### src/rtl/buffer_pixeles_pkg.sv
// buffer_pixeles_pkg
// Shared constants for the pixel buffer: default parameter values, the
// pixel emission order constants, error bit positions and a width helper.
package buffer_pixeles_pkg;

  localparam int DEF_PIXEL_WIDTH     = 8;
  localparam int DEF_PIXELS_PER_WORD = 4;
  localparam int DEF_DEPTH           = 4;

  // Pixel emission order within a memory word.
  localparam int ORDER_LSB_FIRST = 0;
  localparam int ORDER_MSB_FIRST = 1;

  // Bit positions of the optional sticky error flags.
  localparam int ERR_DROP_BIT     = 0;  // write attempted while full
  localparam int ERR_UNDERRUN_BIT = 1;  // read attempted while empty

  // Index/pointer width that never collapses to zero bits.
  function automatic int idx_width(input int n);
    return (n > 1) ? $clog2(n) : 1;
  endfunction

endpackage

### src/rtl/buffer_pixeles_word_fifo.sv
// buffer_pixeles_word_fifo
// Circular word store for the pixel buffer. Holds up to DEPTH words, exposes
// the head word combinationally (show-ahead) and keeps the word count.
// Push/pop requests are qualified here: a push while full or a pop while
// empty is ignored, and flush wins over both.
//
// Ports:
//   clk, reset      clock, asynchronous active-low reset
//   flush           synchronous clear of pointers and count
//   push, push_data request to append a word
//   pop             request to drop the head word
//   head_data       current head word (undefined content when empty)
//   word_count      number of stored words
//   full, empty     occupancy flags derived from word_count
module buffer_pixeles_word_fifo
  import buffer_pixeles_pkg::*;
#(
  parameter int WORD_W = DEF_PIXEL_WIDTH * DEF_PIXELS_PER_WORD,
  parameter int DEPTH  = DEF_DEPTH,
  parameter int CNT_W  = $clog2(DEPTH + 1)
) (
  input  logic              clk,
  input  logic              reset,
  input  logic              flush,
  input  logic              push,
  input  logic [WORD_W-1:0] push_data,
  input  logic              pop,
  output logic [WORD_W-1:0] head_data,
  output logic [CNT_W-1:0]  word_count,
  output logic              full,
  output logic              empty
);

  localparam int PTR_W = idx_width(DEPTH);

  logic [WORD_W-1:0] mem [DEPTH];
  logic [PTR_W-1:0]  wr_ptr;
  logic [PTR_W-1:0]  rd_ptr;
  logic              push_ok;
  logic              pop_ok;

  function automatic logic [PTR_W-1:0] ptr_inc(input logic [PTR_W-1:0] p);
    return (p == PTR_W'(DEPTH - 1)) ? '0 : p + PTR_W'(1);
  endfunction

  assign full  = (word_count == CNT_W'(DEPTH));
  assign empty = (word_count == '0);

  // Acceptance uses the pre-edge full flag: a pop in the same cycle does not
  // open a slot for a simultaneous push.
  assign push_ok = push & ~full  & ~flush;
  assign pop_ok  = pop  & ~empty & ~flush;

  always_ff @(posedge clk or negedge reset) begin
    if (!reset) begin
      wr_ptr     <= '0;
      rd_ptr     <= '0;
      word_count <= '0;
    end else if (flush) begin
      wr_ptr     <= '0;
      rd_ptr     <= '0;
      word_count <= '0;
    end else begin
      if (push_ok) wr_ptr <= ptr_inc(wr_ptr);
      if (pop_ok)  rd_ptr <= ptr_inc(rd_ptr);
      case ({push_ok, pop_ok})
        2'b10:   word_count <= word_count + CNT_W'(1);
        2'b01:   word_count <= word_count - CNT_W'(1);
        default: word_count <= word_count;
      endcase
    end
  end

  // Storage needs no reset: content is only observed while word_count != 0.
  always_ff @(posedge clk) begin
    if (push_ok) mem[wr_ptr] <= push_data;
  end

  assign head_data = mem[rd_ptr];

endmodule

### src/rtl/buffer_pixeles_param.sv
// buffer_pixeles_param
// Converts memory words into a stream of pixels. Words are queued in a small
// circular store; the head word is sliced into PIXELS_PER_WORD pixels that
// are presented show-ahead and consumed one per read_pixel.
//
// Optional feature: define BUFFER_PIXELES_ERR_EN to add the sticky 2-bit
// error output (bit0 = write dropped while full, bit1 = read while empty).
//
// Ports:
//   clk, reset       clock, asynchronous active-low reset
//   memory_data      incoming word, stored when save_mem_data and space
//   save_mem_data    write strobe
//   read_pixel       consume the current pixel
//   flush            synchronous clear, priority over write and read
//   pixel            current head pixel (0 when no data)
//   space_available  at least one free word entry
//   data_available   pixel is valid
//   word_count       stored words, including a partially consumed head
//   error            (BUFFER_PIXELES_ERR_EN only) sticky error flags
module buffer_pixeles_param
  import buffer_pixeles_pkg::*;
#(
  parameter int PIXEL_WIDTH     = DEF_PIXEL_WIDTH,
  parameter int PIXELS_PER_WORD = DEF_PIXELS_PER_WORD,
  parameter int DEPTH           = DEF_DEPTH,
  parameter int MSB_FIRST       = ORDER_MSB_FIRST
) (
  input  logic                                   clk,
  input  logic                                   reset,
  input  logic [PIXEL_WIDTH*PIXELS_PER_WORD-1:0] memory_data,
  input  logic                                   save_mem_data,
  input  logic                                   read_pixel,
  input  logic                                   flush,
  output logic [PIXEL_WIDTH-1:0]                 pixel,
  output logic                                   space_available,
  output logic                                   data_available,
`ifdef BUFFER_PIXELES_ERR_EN
  output logic [1:0]                             error,
`endif
  output logic [$clog2(DEPTH+1)-1:0]             word_count
);

  localparam int WORD_W = PIXEL_WIDTH * PIXELS_PER_WORD;
  localparam int IDX_W  = idx_width(PIXELS_PER_WORD);

  logic [WORD_W-1:0]      head_word;
  logic                   fifo_full;
  logic                   fifo_empty;
  logic [IDX_W-1:0]       pix_idx;
  logic [IDX_W-1:0]       lane;
  logic                   last_pixel;
  logic                   rd_fire;
  logic                   pop_word;
  logic [PIXEL_WIDTH-1:0] lanes [PIXELS_PER_WORD];

  buffer_pixeles_word_fifo #(
    .WORD_W (WORD_W),
    .DEPTH  (DEPTH)
  ) u_word_fifo (
    .clk        (clk),
    .reset      (reset),
    .flush      (flush),
    .push       (save_mem_data),
    .push_data  (memory_data),
    .pop        (pop_word),
    .head_data  (head_word),
    .word_count (word_count),
    .full       (fifo_full),
    .empty      (fifo_empty)
  );

  assign space_available = ~fifo_full;
  assign data_available  = ~fifo_empty;

  assign last_pixel = (pix_idx == IDX_W'(PIXELS_PER_WORD - 1));
  assign rd_fire    = read_pixel & data_available & ~flush;
  assign pop_word   = rd_fire & last_pixel;

  always_ff @(posedge clk or negedge reset) begin
    if (!reset) begin
      pix_idx <= '0;
    end else if (flush) begin
      pix_idx <= '0;
    end else if (rd_fire) begin
      pix_idx <= last_pixel ? '0 : pix_idx + IDX_W'(1);
    end
  end

  // Lane 0 is the least significant pixel of the word.
  always_comb begin
    for (int i = 0; i < PIXELS_PER_WORD; i++) begin
      lanes[i] = head_word[i*PIXEL_WIDTH +: PIXEL_WIDTH];
    end
  end

  assign lane = (MSB_FIRST != ORDER_LSB_FIRST)
              ? IDX_W'(PIXELS_PER_WORD - 1) - pix_idx
              : pix_idx;

  // Gated so the unreset storage never leaks onto pixel when empty.
  assign pixel = data_available ? lanes[lane] : '0;

`ifdef BUFFER_PIXELES_ERR_EN
  always_ff @(posedge clk or negedge reset) begin
    if (!reset) begin
      error <= '0;
    end else if (flush) begin
      error <= '0;
    end else begin
      if (save_mem_data && fifo_full)     error[ERR_DROP_BIT]     <= 1'b1;
      if (read_pixel && !data_available)  error[ERR_UNDERRUN_BIT] <= 1'b1;
    end
  end
`endif

endmodule

### config.mk
export PLATFORM = sky130hd
export DESIGN_NAME = buffer_pixeles_param
export DESIGN_NICKNAME = d
export VERILOG_FILES = /design/src/rtl/buffer_pixeles_pkg.sv /design/src/rtl/buffer_pixeles_word_fifo.sv /design/src/rtl/buffer_pixeles_param.sv
export SDC_FILE = /design/constraint.sdc
export NUM_CORES = 1
export LEC_CHECK = 0
export BUFFER_PORTS_ARGS = -buffer_cell sky130_fd_sc_hd__buf_2
export CORE_ASPECT_RATIO = 1.4
export CORE_MARGIN = 1.5
export CORE_UTILIZATION = 55
export CTS_BUF_LIST = sky130_fd_sc_hd__clkbuf_16
export CTS_CLUSTER_DIAMETER = 80
export DETAILED_ROUTE_END_ITERATION = 16
export HOLD_SLACK_MARGIN = 0.06
export PLACE_DENSITY = 0.75
export SYNTH_ARGS = -nofsm -noshare
export SYNTH_HDL_FRONTEND = slang
export SYNTH_SLANG_ARGS = --single-unit
### constraint.sdc
create_clock -name clk -period 2.6 [get_ports clk]
set_input_delay 0.26 -clock clk [delete_from_list [all_inputs] [get_ports clk]]
set_output_delay 0.26 -clock clk [all_outputs]
set_load 0.02 [all_outputs]
**Word-level counts from Yosys, hierarchy flattened**

Memories as Yosys holds them, arrays and structs flattened.
Cells that the tools add are included.

- Bitwise gates (word level): 11
- $lt $le $gt $ge: 1
- Reductions and logical operators: 5
- Add/subtract/negate cells: 6
- Muxes and demuxes: 17
- Equal/unequal tests: 6

Operators by type and width:

| kind | number |
|---|---|
| $mux W8 | 3 |
| $mux W2 | 9 |
| $bmux W8 S2 | 1 |
| $eq A2 B2 Y1 const B | 4 |
| $and A1 B1 Y1 | 7 |
| $add A2 B1 Y2 const B | 3 |
| $pmux W3 S2 | 1 |
| $reduce_bool A2 Y1 | 3 |
| $add A3 B1 Y3 const B | 1 |
| $eq A3 B3 Y1 const B | 1 |
| $ge A3 B3 Y1 const B | 1 |
| $logic_not A3 Y1 | 1 |
| $mux W3 | 1 |
| $not A1 Y1 | 3 |
| $not A2 Y3 | 1 |
| $reduce_bool A3 Y1 | 1 |
| $sub A3 B1 Y3 const B | 1 |
| $eq A2 B1 Y1 const B | 1 |
| $mux W1 | 2 |
| $sub A2 B2 Y2 const A | 1 |

- Register bits after elaboration: 9
- Memories kept: 1
- Input bits: 37
- Memory bits (writable): 128
- Output and inout port bits: 13
- Word-level logic and storage cells: 51

Memory list:

| name | depth | bits a word | read ports | clocked after Yosys merged registers in | write ports | RTL line | text |
|---|---|---|---|---|---|---|---|
| u_word_fifo.mem | 4 | 32 | 1 | 0 | 1 | buffer_pixeles_word_fifo.sv:36 | `logic [WORD_W-1:0] mem [DEPTH];` |

**Logic depth before layout (Yosys ltp)**

Gate-level depths: netlist of the first run.

- Word-level depth: 10
- Depth in mapped cells: 7
- Depth with buffers taken out: 7

**Modules after synthesis**

From an unflattened synthesis of the first run, not the netlist that was laid out.

- Cells, all modules: 272
- Area total of the unflattened synthesis: 5552.8 um^2

By module, submodules not included:

| module | cells each | instances | area each (um^2) |
|---|---|---|---|
| buffer_pixeles_word_fifo | 231 | 1 | 5181.2 |
| buffer_pixeles_param | 41 | 1 | 371.6 |

**Worst setup path before layout of the first run**

Ideal clock, no wire load.

- Kind: flip-flop to flip-flop
- From: reg u_word_fifo.word_count[0]
- To: mem u_word_fifo.mem[0][0] (netlist bit) (enable)
- Library setup time: 392 ps
- Arrival time: 1885 ps
- Stages on the path, launching flop included: 6
- Data required time: 2208 ps
- Buffers on the path: 1
- Period minus slack after synthesis: 2277 ps
- Setup slack: 323 ps
- Cells stage by stage: dfrtp_1 or3b_1 buf_6 nand2_1 nor2_1 and2_1

- Word-level cells in the longest chain between the ends: 6

Ends and longest elaborated chain:

| item | RTL line | text |
|---|---|---|
| from (decl) | buffer_pixeles_word_fifo.sv:29 | `output logic [CNT_W-1:0] word_count,` |
| from (signal assigned) | buffer_pixeles_word_fifo.sv:67 | `2'b10: word_count <= word_count + CNT_W'(1);` |
| from (signal assigned) | buffer_pixeles_word_fifo.sv:68 | `2'b01: word_count <= word_count - CNT_W'(1);` |
| from (signal assigned) | buffer_pixeles_word_fifo.sv:69 | `default: word_count <= word_count;` |
| $eq A3 B3 Y1 | buffer_pixeles_word_fifo.sv:46 | `assign full = (word_count == CNT_W'(DEPTH));` |
| $not A1 Y1 | -- |  |
| net space_available | buffer_pixeles_param.sv:35 | `output logic space_available,` |
| $and A1 B1 Y1 (2 in series) | buffer_pixeles_word_fifo.sv:51 | `assign push_ok = push & ~full & ~flush;` |
| $mux W1 | buffer_pixeles_word_fifo.sv:76 | `if (push_ok) mem[wr_ptr] <= push_data;` |
| $mux W1 (implied by the code) | buffer_pixeles_word_fifo.sv:76 |  |
| to (decl) | buffer_pixeles_word_fifo.sv:36 |  |

The timed path passes the listed nets, and every way through them passes these cells.

**Worst setup path in the final report of the first run**

- From: reg u_word_fifo.rd_ptr[1]
- To: out pixel[6]

- Word-level cells in the longest chain between the ends: 5

Ends and longest elaborated chain:

| item | RTL line | text |
|---|---|---|
| from (decl) | buffer_pixeles_word_fifo.sv:38 | `logic [PTR_W-1:0] rd_ptr;` |
| from (signal assigned) | buffer_pixeles_word_fifo.sv:65 | `if (pop_ok) rd_ptr <= ptr_inc(rd_ptr);` |
| $mem_v2 Z4 W32 | -- |  |
| $bmux W8 S2 | buffer_pixeles_param.sv:101 | `assign pixel = data_available ? lanes[lane] : '0;` |
| $mux W8 (implied by the code) (2 in series) | buffer_pixeles_param.sv:101 |  |
| $mux W8 | buffer_pixeles_param.sv:101 |  |
| to (decl) | buffer_pixeles_param.sv:34 | `output logic [PIXEL_WIDTH-1:0] pixel,` |

No other way between the ends. The select of a mux whose other input is x is not followed.

==> summary.md, run 1 <==
| Metric | Value |
|---|---|
| Top-count cell post-synth | `edfxtp_1` |
| Total CTS buffers | `17` |
| Final setup vio count | `0` |
| Placeable Area | `between 9000 and 10000 µm²` |
| DIE AREA | `10600 µm²` |
| Commonest cells post-synth | `edfxtp_1 (128), mux4_2 (25), inv_1 (18)` |
| Hold Slack | `between 70 and 80 ps` |
| All-layer global routing usage | `approximately 22%` |
| Highest Clock Rate | `slightly below 400 MHz` |
| Flop pwr share | `49.2%` |
| Worst-margin pin slew | `505 ps` |
| Synthesized flop and latch total | `approximately 140` |
| Layout cells sized above 1 | `between 30% and 40%` |
| Layout net count | `between 400 and 500` |
| Clk root buf | `clkbuf_16` |
| Post-synth ARST share | `between 6 and 7%` |
| DR vias | `about 2800` |
| Die Y-Extent | `about 120 µm` |
| IO buf count | `49` |
| Vias per cell | `about 5.6` |
| Critical R2R Launch | `u_word_fifo.word_count[1]` |
| Net Sw Frac | `between 10% and 20%` |
| Antenna violations before repair | `0` |
| Seq/Total Area, Yosys | `approximately 74%` |
| Initial Util | `a little under three fifths` |
| Detail Route Antenna Nets | `0` |
| Mapped Cells | `approximately 290` |
| Post-Layout Cell Count | `510` |
| GRT overflow | `0` |
| WL/cell | `about 20 µm` |
| Drt total wl | `~10000 µm` |
| Crit path time final | `approximately 2500 ps` |
| Largest net degree at the start of global routing | `33` |
| Number of global-route vias before repair | `about 3000` |
| Sw Pwr | `1010 µW` |
| Clock share of power | `45.2%` |
| Peak supply drop | `0.529 mV` |
| Logic pwr share | `under 10%` |
| Max_cap viols | `0` |
| Crit path from | `u_word_fifo.rd_ptr[1]` |
| Internal power | `4060 µW` |
| CTS tree | `built` |
| Num rows | `43` |
| Max H-tree Level | `4` |
| First-pass GRT wire length | `15900 µm` |
| Slew HR | `around two thirds` |
| Post-synth top area share | `between 60% and 70%` |
| Synthesized area per cell | `between 15 and 20 µm²` |
| Leak pwr | `0.00233 µW` |
| Primary FF master, synth | `edfxtp_1` |
| Syn Nets | `330` |
| TNS Setup | `0 ps` |
| CTS Buffer Depth | `2` |
| Post-synth EDFFs | `128` |
| Io pins | `50` |
| CP Launch Type | `register` |
| Placed cells | `~470` |
| GPL Wtd Cong | `roughly 0.73` |
| Number of filler cells placed in the layout | `around 660` |
| Total power | `between 5000 and 6000 µW` |
| Hpwl dp | `about 6300 µm` |
| Die Span X | `about 88 µm` |
| Clock sinks | `137` |
| Mapped Area | `about 5500 µm²` |
| Run status | `complete, no violations` |
| RSZ-0062 raised after global routing | `no` |
| Final Cycle Share | `a little under 100%` |
| Drt pass-1 iters | `4` |
| WP data arrival | `roughly 2300 ps` |
| 1st-iter DRT viols | `slightly below 200` |
| CP required | `between 2000 and 2500 ps` |
| DRC | `0` |
| Later-pin clock latency in the skew report | `around 410 ps` |
| Crit end category | `primary output` |
| Yosys top cell by area | `edfxtp_1` |
| Clock slew at reported path FFs | `~50 ps` |
| PD cells | `763 nW/µm²` |
| Post-Layout Inst Area | `6640 µm²` |
| Area after DPL | `approximately 6000 µm²` |
| Classification of the worst setup path | `register to primary output` |
| Diodes inserted | `0` |
| Synthesis warning total | `0` |
| Fin Clk Skew | `between 4 and 5 ps` |
| Area Growth Syn to Fin | `20.7%` |
| Final Hold Viols | `0` |
| Count of cell types in the netlist | `31` |
| Synth area leaders | `edfxtp_1 (70%), mux4_2 (10%), dfrtp_1 (4.1%)` |
| Hold path start | `memory_data[29]` |
| Crit Path Max Fanout | `17` |
| Pins Over Slew Limit | `0` |
| Hold Path Class | `input pin to register` |
-- stage by stage --
| stage | setup WS, ps | util (%) |
|---|---|---|
| after floorplan | 323 | - |
| after global placement | 443 | 60.3 |
| after detailed placement | 418 | 60.3 |
| after CTS | 65.7 | 67.4 |
| after global routing | 10.4 | 67.4 |
| final | 83.9 | 67.4 |
-- area by class of cell --
type / instances / area [µm²] / share of cell area (%)
sequential: 137 / 4070 / 61.3
multi-input combinational: 116 / 1280 / 19.3
timing repair buffer: 73 / 487 / 7.33
clock buffer: 17 / 425 / 6.41
tap: 135 / 169 / 2.54
clock inverter: 14 / 141 / 2.13
inverter: 18 / 67.6 / 1.02
-- worst paths after layout --
check | endpoint | slack [ps] | depth (start not counted)
setup / recovery | pixel[6] | 80 | 6
hold / removal | u_word_fifo.mem[1][29] | 70 | 1
max in group asynchronous | u_word_fifo.rd_ptr[1] | 2150 | 2
hold reg to reg | u_word_fifo.wr_ptr[1] | 590 | 2
min in group asynchronous | pix_idx[1] | 240 | 2
setup reg to reg | u_word_fifo.word_count[2] | 410 | 6
-- registers in the layout, indices dropped and copies added (netlist names) --
name,cells
u_word_fifo.wr_ptr,2
u_word_fifo.word_count,3
u_word_fifo.mem,128
pix_idx,2
u_word_fifo.rd_ptr,2
-- cell families (layout without fill, tap and decap cells) --
| family | after synthesis | count (layout) | share of synthesized area (%) |
|---|---|---|---|
| DFF | 137 | 137 | 73.9 |
| muxes | 45 | 45 | 13.9 |
| and+or+nand+nor | 35 | 35 | 3.50 |
| buffers and inverters | 33 | 122 | 2.80 |
| AOI/OAI and AO/OA | 29 | 29 | 4.09 |
| adders and majority gates | 7 | 7 | 1.73 |
-- what timing repair did --
item,CTS,global route
gates resized for setup,1,0
hold buffers,13,0
setup buffers,0,0
endpoints found under the setup margin,1,0
hold endpoints to repair,56,0
-- critical path, cell delays in order (launching register included) --
cell	delay, ps
dfrtp_2	390
buf_6	220
mux4_2	540
mux2_2	290
nand2_1	70
o221ai_1	120
buf_2	210
-- cell usage in the layout, fill, tap and decap left out, types with 2 or more instances in the layout --
cell type / netlist / final
buf_4: 5 / 8
dlygate4sd3_1: 0 / 13
nand3_1: 3 / 3
o211ai_1: 7 / 7
clkinv_1: 0 / 4
a21oi_1: 5 / 5
nand2_1: 7 / 7
nor2b_1: 5 / 5
buf_2: 3 / 49
mux4_2: 25 / 25
nor2_1: 5 / 5
or3_1: 3 / 3
dfrtp_1: 9 / 8
bufinv_16: 0 / 3
clkinvlp_4: 0 / 2
inv_1: 18 / 21
edfxtp_1: 128 / 128
ha_1: 6 / 6
mux2_1: 2 / 2
o221ai_1: 8 / 8
buf_12: 0 / 2
a22oi_1: 7 / 7
and2_1: 5 / 5
mux2i_1: 17 / 17
clkinv_2: 0 / 2
clkbuf_16: 0 / 17
nand2b_1: 2 / 2
-- power groups by stage --
stage	Sequential [µW]	Clock [µW]	Combinational, µW
finish	2490	2290	281
global route	2500	2410	307
CTS	2490	2320	285
detailed placement	2540	0	266
global placement	2530	0	259
floorplan	2540	0	138
-- metal layers --
layer	share of wire (%)	up-vias	track usage, %
li1	-	1297	-
met1	39	1452	25.3
met2	55	67	37.6
met3	3.7	15	4.69
met4	2.0	0	9.92
met5	0	-	0
(Power assumes the default switching activity.)
==> run 2: changes to the inputs <==
--- a/config.mk
+++ b/config.mk
@@ -13,7 +13,7 @@
 export CTS_CLUSTER_DIAMETER = 80
 export DETAILED_ROUTE_END_ITERATION = 16
 export HOLD_SLACK_MARGIN = 0.06
-export PLACE_DENSITY = 0.75
+export PLACE_DENSITY = 0.76
 export SYNTH_ARGS = -nofsm -noshare
 export SYNTH_HDL_FRONTEND = slang
 export SYNTH_SLANG_ARGS = --single-unit
==> run 2 against run 1 <==
  * Register-to-register slack worse by 60 ps
  * Design area up 2.0%
  * Total power up 2.5%
  * Worst setup slack better by 8.0 ps
  * Core utilization up 1.3 points
  * First-iteration DRC count up 33%
  * Via count up 3.5%
  * Die area unchanged
  * Clock power up 6%
  * Clock-buffer cell count unchanged
  * Sequential share of layout area down 1.2 points
  * Worst hold slack worse by 5.0 ps
==> summary.md, run 2 (synthesis results as in run 1) <==
| Metric | Value |
|---|---|
| TNS Setup | `0 ps` |
| GPL Wtd Cong | `roughly 0.74` |
| Crit end category | `primary output` |
| WP data arrival | `between 2000 and 2500 ps` |
| Area Growth Syn to Fin | `23.0%` |
| DR vias | `a little under 3000` |
| Max H-tree Level | `4` |
| Delay of the slowest critical-path stage | `roughly 510 ps` |
| WL/cell | `roughly 21 µm` |
| Slew HR | `66.6%` |
| Hold Slack | `65.3 ps` |
| FF-to-FF setup slack | `between 300 and 400 ps` |
| Total CTS buffers | `17` |
| Final setup vio count | `0` |
| Pins Over Slew Limit | `0` |
| Cell family with most CP delay | `multiplexers` |
| Placeable Area | `about 9800 µm²` |
| Peak supply drop | `a little over 0.6 mV` |
| Final Cycle Share | `96.5%` |
| CTS Buffer Depth | `2` |
| Later-pin clock latency in the skew report | `around 420 ps` |
| Clock slew at reported path FFs | `~60 ps` |
| Io pins | `50` |
| Layout net count | `416` |
| Detail Route Antenna Nets | `0` |
| Clock sinks | `around 140` |
| All-layer global routing usage | `21.5%` |
| Net Sw Frac | `between 20% and 30%` |
| Drt pass-1 iters | `6` |
| Antenna violations before repair | `0` |
| Layout cells sized above 1 | `33.5%` |
| Hold path start | `memory_data[9]` |
| Die Y-Extent | `between 100 and 150 µm` |
| Logic pwr share | `approximately 5.5%` |
| CP Launch Type | `register` |
| Diodes inserted | `0` |
| Total power | `between 5000 and 6000 µW` |
| Number of filler cells placed in the layout | `approximately 640` |
| Drt total wl | `10700 µm` |
| Hold Path Class | `input pin to register` |
| Classification of the worst setup path | `register to primary output` |
| CP Cell Sequence | `buf_12 > mux4_2 > o211ai_1 > o221ai_1 > buf_2` |
| Worst Reg-to-Reg Cells | `6` |
| Largest register by flop count | `u_word_fifo.mem` |
| Crit Path Max Fanout | `16` |
| GRT overflow | `0` |
| Highest Clock Rate | `399 MHz` |
| CP required | `about 2300 ps` |
| Hpwl dp | `roughly 6000 µm` |
| Post-Layout Inst Area | `6770 µm²` |
| Most frequent cells in the layout | `edfxtp_1 (128), buf_2 (49), mux4_2 (25)` |
| Reg2reg end | `u_word_fifo.word_count[2]` |
| Final Hold Viols | `0` |
| Num rows | `43` |
| WP buf/inv | `2` |
| Hold-critical path depth | `1` |
| Max_cap viols | `0` |
| Clk root buf | `clkbuf_16` |
| Most common cell after layout, fill and taps aside | `edfxtp_1` |
| Largest net degree at the start of global routing | `34` |
| IO buf count | `approximately 50` |
| Fin Clk Skew | `between 9 and 10 ps` |
| Initial Util | `between 50% and 60%` |
| PD cells | `approximately 770 nW/µm²` |
| CTS tree | `built` |
| Flop pwr share | `a little under half` |
| Leading registers by flop count | `u_word_fifo.mem (128), u_word_fifo.word_count (3)` |
| DIE AREA | `about 11000 µm²` |
| Area after DPL | `between 5000 and 6000 µm²` |
| Leak pwr | `approximately 0.0024 µW` |
| Critical R2R Launch | `u_word_fifo.word_count[2]` |
| Die Span X | `~88 µm` |
| First-pass GRT wire length | `approximately 16000 µm` |
| Largest register FFs | `between 100 and 150` |
| Slowest stage cell, crit path | `mux4_2` |
| Internal power | `4100 µW` |
| Number of global-route vias before repair | `3015` |
| Sw Pwr | `1100 µW` |
| DRC | `0` |
| RSZ-0062 raised after global routing | `no` |
| Worst-margin pin slew | `501 ps` |
| Crit path time final | `around 2500 ps` |
| Finished Core Util | `68.8%` |
| Vias per cell | `approximately 5.6` |
| 1st-iter DRT viols | `between 200 and 300` |
| Clock share of power | `a little under half` |
| Run status | `complete, no violations` |
| Hold Path Sink | `u_word_fifo.mem[3][9]` |
==> run 2: worst max path at each step <==
stage,start,to,slack [ps],cells after the start
after floorplan,u_word_fifo.word_count[0],u_word_fifo.mem[0][0],320,5
after global placement,u_word_fifo.word_count[1],u_word_fifo.word_count[2],470,6
after detailed placement,u_word_fifo.word_count[1],u_word_fifo.word_count[2],320,6
after CTS,u_word_fifo.rd_ptr[1],pixel[0],7,5
after global routing,u_word_fifo.rd_ptr[1],pixel[0],4,5
final,u_word_fifo.rd_ptr[1],pixel[2],90,5
==> run 2: final cells by class <==
cell class	count	area, µm²	share of cell area [%]
sequential	137	4070	60.1
tap	135	169	2.49
clock inverter	15	175	2.59
multi-input combinational	116	1280	19.0
clock buffer	17	425	6.28
inverter	18	67.6	0.998
timing repair buffer	82	578	8.54
==> run 2: through the flow <==
stage	std cells	setup WS [ps]
after detailed placement	465	321
final	520	92.0
after global placement	465	465
after floorplan	286	323
after CTS	512	6.85
after global routing	520	3.52
==> run 2: layer usage <==
layer	wire length, µm	up-vias	GRT usage, %
met5	0	-	0
met4	264	0	9.82
met3	642	21	6.53
met2	5610	128	34.7
met1	4200	1466	26.6
li1	-	1316	-
==> run 2: repair_timing <==
item | 4_1_cts | 5_1_grt
setup endpoints to repair | 0 | 2
hold endpoints to repair | 63 | 6
hold buffers | 15 | 2
resized for setup | 0 | 1
buffers inserted | 0 | 5
==> run 2: power by group through the flow <==
stage          sequential, µW  clock, µW  combinational [µW]
2_1_floorplan            2540          0                 138
6_report                 2490       2420                 287
5_1_grt                  2500       2540                 312
4_1_cts                  2490       2440                 287
3_5_place_dp             2540          0                 267
3_3_place_gp             2530          0                 257
==> run 3: changes to the inputs <==
--- a/config.mk
+++ b/config.mk
@@ -12,6 +12,7 @@
 export CTS_BUF_LIST = sky130_fd_sc_hd__clkbuf_16
 export CTS_CLUSTER_DIAMETER = 80
 export DETAILED_ROUTE_END_ITERATION = 16
+export GPL_TIMING_DRIVEN = 0
 export HOLD_SLACK_MARGIN = 0.06
 export PLACE_DENSITY = 0.76
 export SYNTH_ARGS = -nofsm -noshare
==> run 3 against run 2 <==
  * Register-to-register slack got worse by 40 ps
  * Clock-buffer cell count unchanged
  * Worst setup slack got worse by 49 ps
  * Sequential power about the same
  * Via count decreased by 1.2%
  * Critical path depth unchanged
  * Final cell count increased by 0.77%
==> summary.md, run 3 (synthesis results as in run 1) <==
| Metric | Value |
|---|---|
| Pre-CTS worst setup slack | `179 ps` |
| Delay of the slowest critical-path stage | `approximately 470 ps` |
| Placeable Area | `approximately 9800 µm²` |
| WP data arrival | `2300 ps` |
| DIE AREA | `10600 µm²` |
| CP required | `2340 ps` |
| FF-to-FF setup slack | `about 310 ps` |
| Fin Clk Skew | `~6 ps` |
| Most frequent cells in the layout | `edfxtp_1 (128), buf_2 (49), mux4_2 (25)` |
| DRC | `0` |
| Largest register by flop count | `u_word_fifo.mem` |
| CP Cell Sequence | `or3_1 > clkbuf_1 > nand3_1 > o221ai_1 > buf_2` |
| Worst-margin pin slew | `roughly 880 ps` |
| CTS tree | `built` |
| Initial Util | `between 50% and 60%` |
| Placed cells | `470` |
| 1st-iter DRT viols | `around 190` |
| Layout net count | `420` |
| Post-route setup slack | `~43 ps` |
| Hold path start | `memory_data[29]` |
| RSZ-0062 raised after global routing | `yes` |
| PD cells | `~740 nW/µm²` |
| Crit end category | `primary output` |
| Vias per cell | `5.53` |
| GRT overflow | `0` |
| Final setup vio count | `0` |
| WL/cell | `~20 µm` |
| Clock slew at reported path FFs | `roughly 60 ps` |
| Hold Path Class | `input pin to register` |
| Clk root buf | `clkbuf_16` |
| Worst Reg-to-Reg Cells | `6` |
| Cell family with most CP delay | `simple AND/OR/NAND/NOR gates` |
| Hold Slack | `73.7 ps` |
| Diodes inserted | `0` |
| TNS Setup | `0 ps` |
| Pins Over Slew Limit | `0` |
| Slew HR | `between 40% and 50%` |
| Die Span X | `just under 90 µm` |
| Final Cycle Share | `approximately 98%` |
| Final Hold Viols | `0` |
| Highest Clock Rate | `about 390 MHz` |
| Post-Layout Cell Count | `between 500 and 600` |
| Antenna violations before repair | `0` |
| Max H-tree Level | `4` |
| Io pins | `50` |
| Later-pin clock latency in the skew report | `roughly 410 ps` |
| Crit Path Max Fanout | `8` |
| CTS Buffer Depth | `2` |
| Run status | `complete, no violations` |
| Drt total wl | `about 11000 µm` |
| Leading registers by flop count | `u_word_fifo.mem (128), u_word_fifo.word_count (3)` |
| Classification of the worst setup path | `register to primary output` |
| Total power | `~5000 µW` |
| WP buf/inv | `2` |
| Num rows | `between 40 and 50` |
| Hold-critical path depth | `1` |
| Number of global-route vias before repair | `3017` |
| Clock sinks | `~140` |
| DR vias | `between 2000 and 3000` |
| Hpwl dp | `around 6300 µm` |
| CP Launch Type | `register` |
| Critical R2R Launch | `u_word_fifo.word_count[2]` |
| Peak supply drop | `between 0.5 and 0.6 mV` |
| Reg2reg end | `u_word_fifo.word_count[2]` |
| Hold Path Sink | `u_word_fifo.mem[3][29]` |
| Max_cap viols | `0` |
| Detail Route Antenna Nets | `0` |
| Slowest stage cell, crit path | `dfrtp_1` |
| Most common cell after layout, fill and taps aside | `edfxtp_1` |
| Area Growth Syn to Fin | `23.3%` |
| All-layer global routing usage | `between 20% and 30%` |
| First-pass GRT wire length | `between 15000 and 20000 µm` |
| Largest register FFs | `between 100 and 150` |
| IO buf count | `49` |
| Die Y-Extent | `121 µm` |
| Number of filler cells placed in the layout | `between 600 and 700` |
| Total CTS buffers | `17` |
| Layout cells sized above 1 | `33.7%` |
| Drt pass-1 iters | `5` |
| Leak pwr | `about 0.0024 µW` |
| Crit path time final | `around 2600 ps` |
| GPL Wtd Cong | `between 0.7 and 0.8` |
| Largest net degree at the start of global routing | `33` |
[run 3: what timing repair did]
| action | CTS | global route |
|---|---|---|
| gates cloned | 0 | 1 |
| buffers inserted | 0 | 2 |
| hold buffers | 21 | 0 |
| pin swaps | 2 | 2 |
| gates resized for setup | 10 | 10 |
| setup endpoints to repair | 8 | 8 |
| endpoints found under the hold margin | 88 | 0 |
[run 3: metal layers]
metal / global-route usage [%] / share of wire, %
met2: 35.8 / 54
met5: 0 / 0
met3: 6.67 / 5.2
met4: 11.7 / 3.0
met1: 26.6 / 38
[run 3: through the flow]
step | instance area [µm²] | util, %
2_1_floorplan | 5500 | -
3_3_place_gp | 5920 | 60.1
3_5_place_dp | 5920 | 60.1
4_1_cts | 6720 | 68.2
5_1_grt | 6780 | 68.9
6_report | 6780 | 68.9
[run 3: worst max-delay path by stage]
| stage | from | end | cells after the start |
|---|---|---|---|
| CTS | u_word_fifo.rd_ptr[1] | pixel[0] | 6 |
| detailed placement | pix_idx[0] | pixel[0] | 5 |
| global placement | u_word_fifo.word_count[2] | u_word_fifo.mem[3][21] | 5 |
| global route | u_word_fifo.rd_ptr[1] | pixel[2] | 6 |
| finish | u_word_fifo.word_count[0] | pixel[5] | 5 |
| floorplan | u_word_fifo.word_count[0] | u_word_fifo.mem[0][0] | 5 |
[run 3: area by class of cell]
cell class / instances / area (µm²) / share of cell area [%]
sequential: 137 / 4070 / 60.0
clock inverter: 15 / 135 / 1.99
inverter: 18 / 67.6 / 0.996
buffer: 13 / 120 / 1.77
multi-input combinational: 116 / 1300 / 19.2
tap: 135 / 169 / 2.49
clock buffer: 17 / 425 / 6.27
timing repair buffer: 73 / 498 / 7.34
[run 3: power by group]
group / internal [µW] / switching [µW]
clock: 1390 / 858
combinational: 122 / 163
sequential: 2470 / 23.7
[run 3: worst register-to-register path: stages (launching register included)]
cell and delay, ps:
dfrtp_1 430, o311ai_2 570, a21oi_2 90, nor2b_1 170
fa_1 390, mux2i_1 190, mux2_1 330
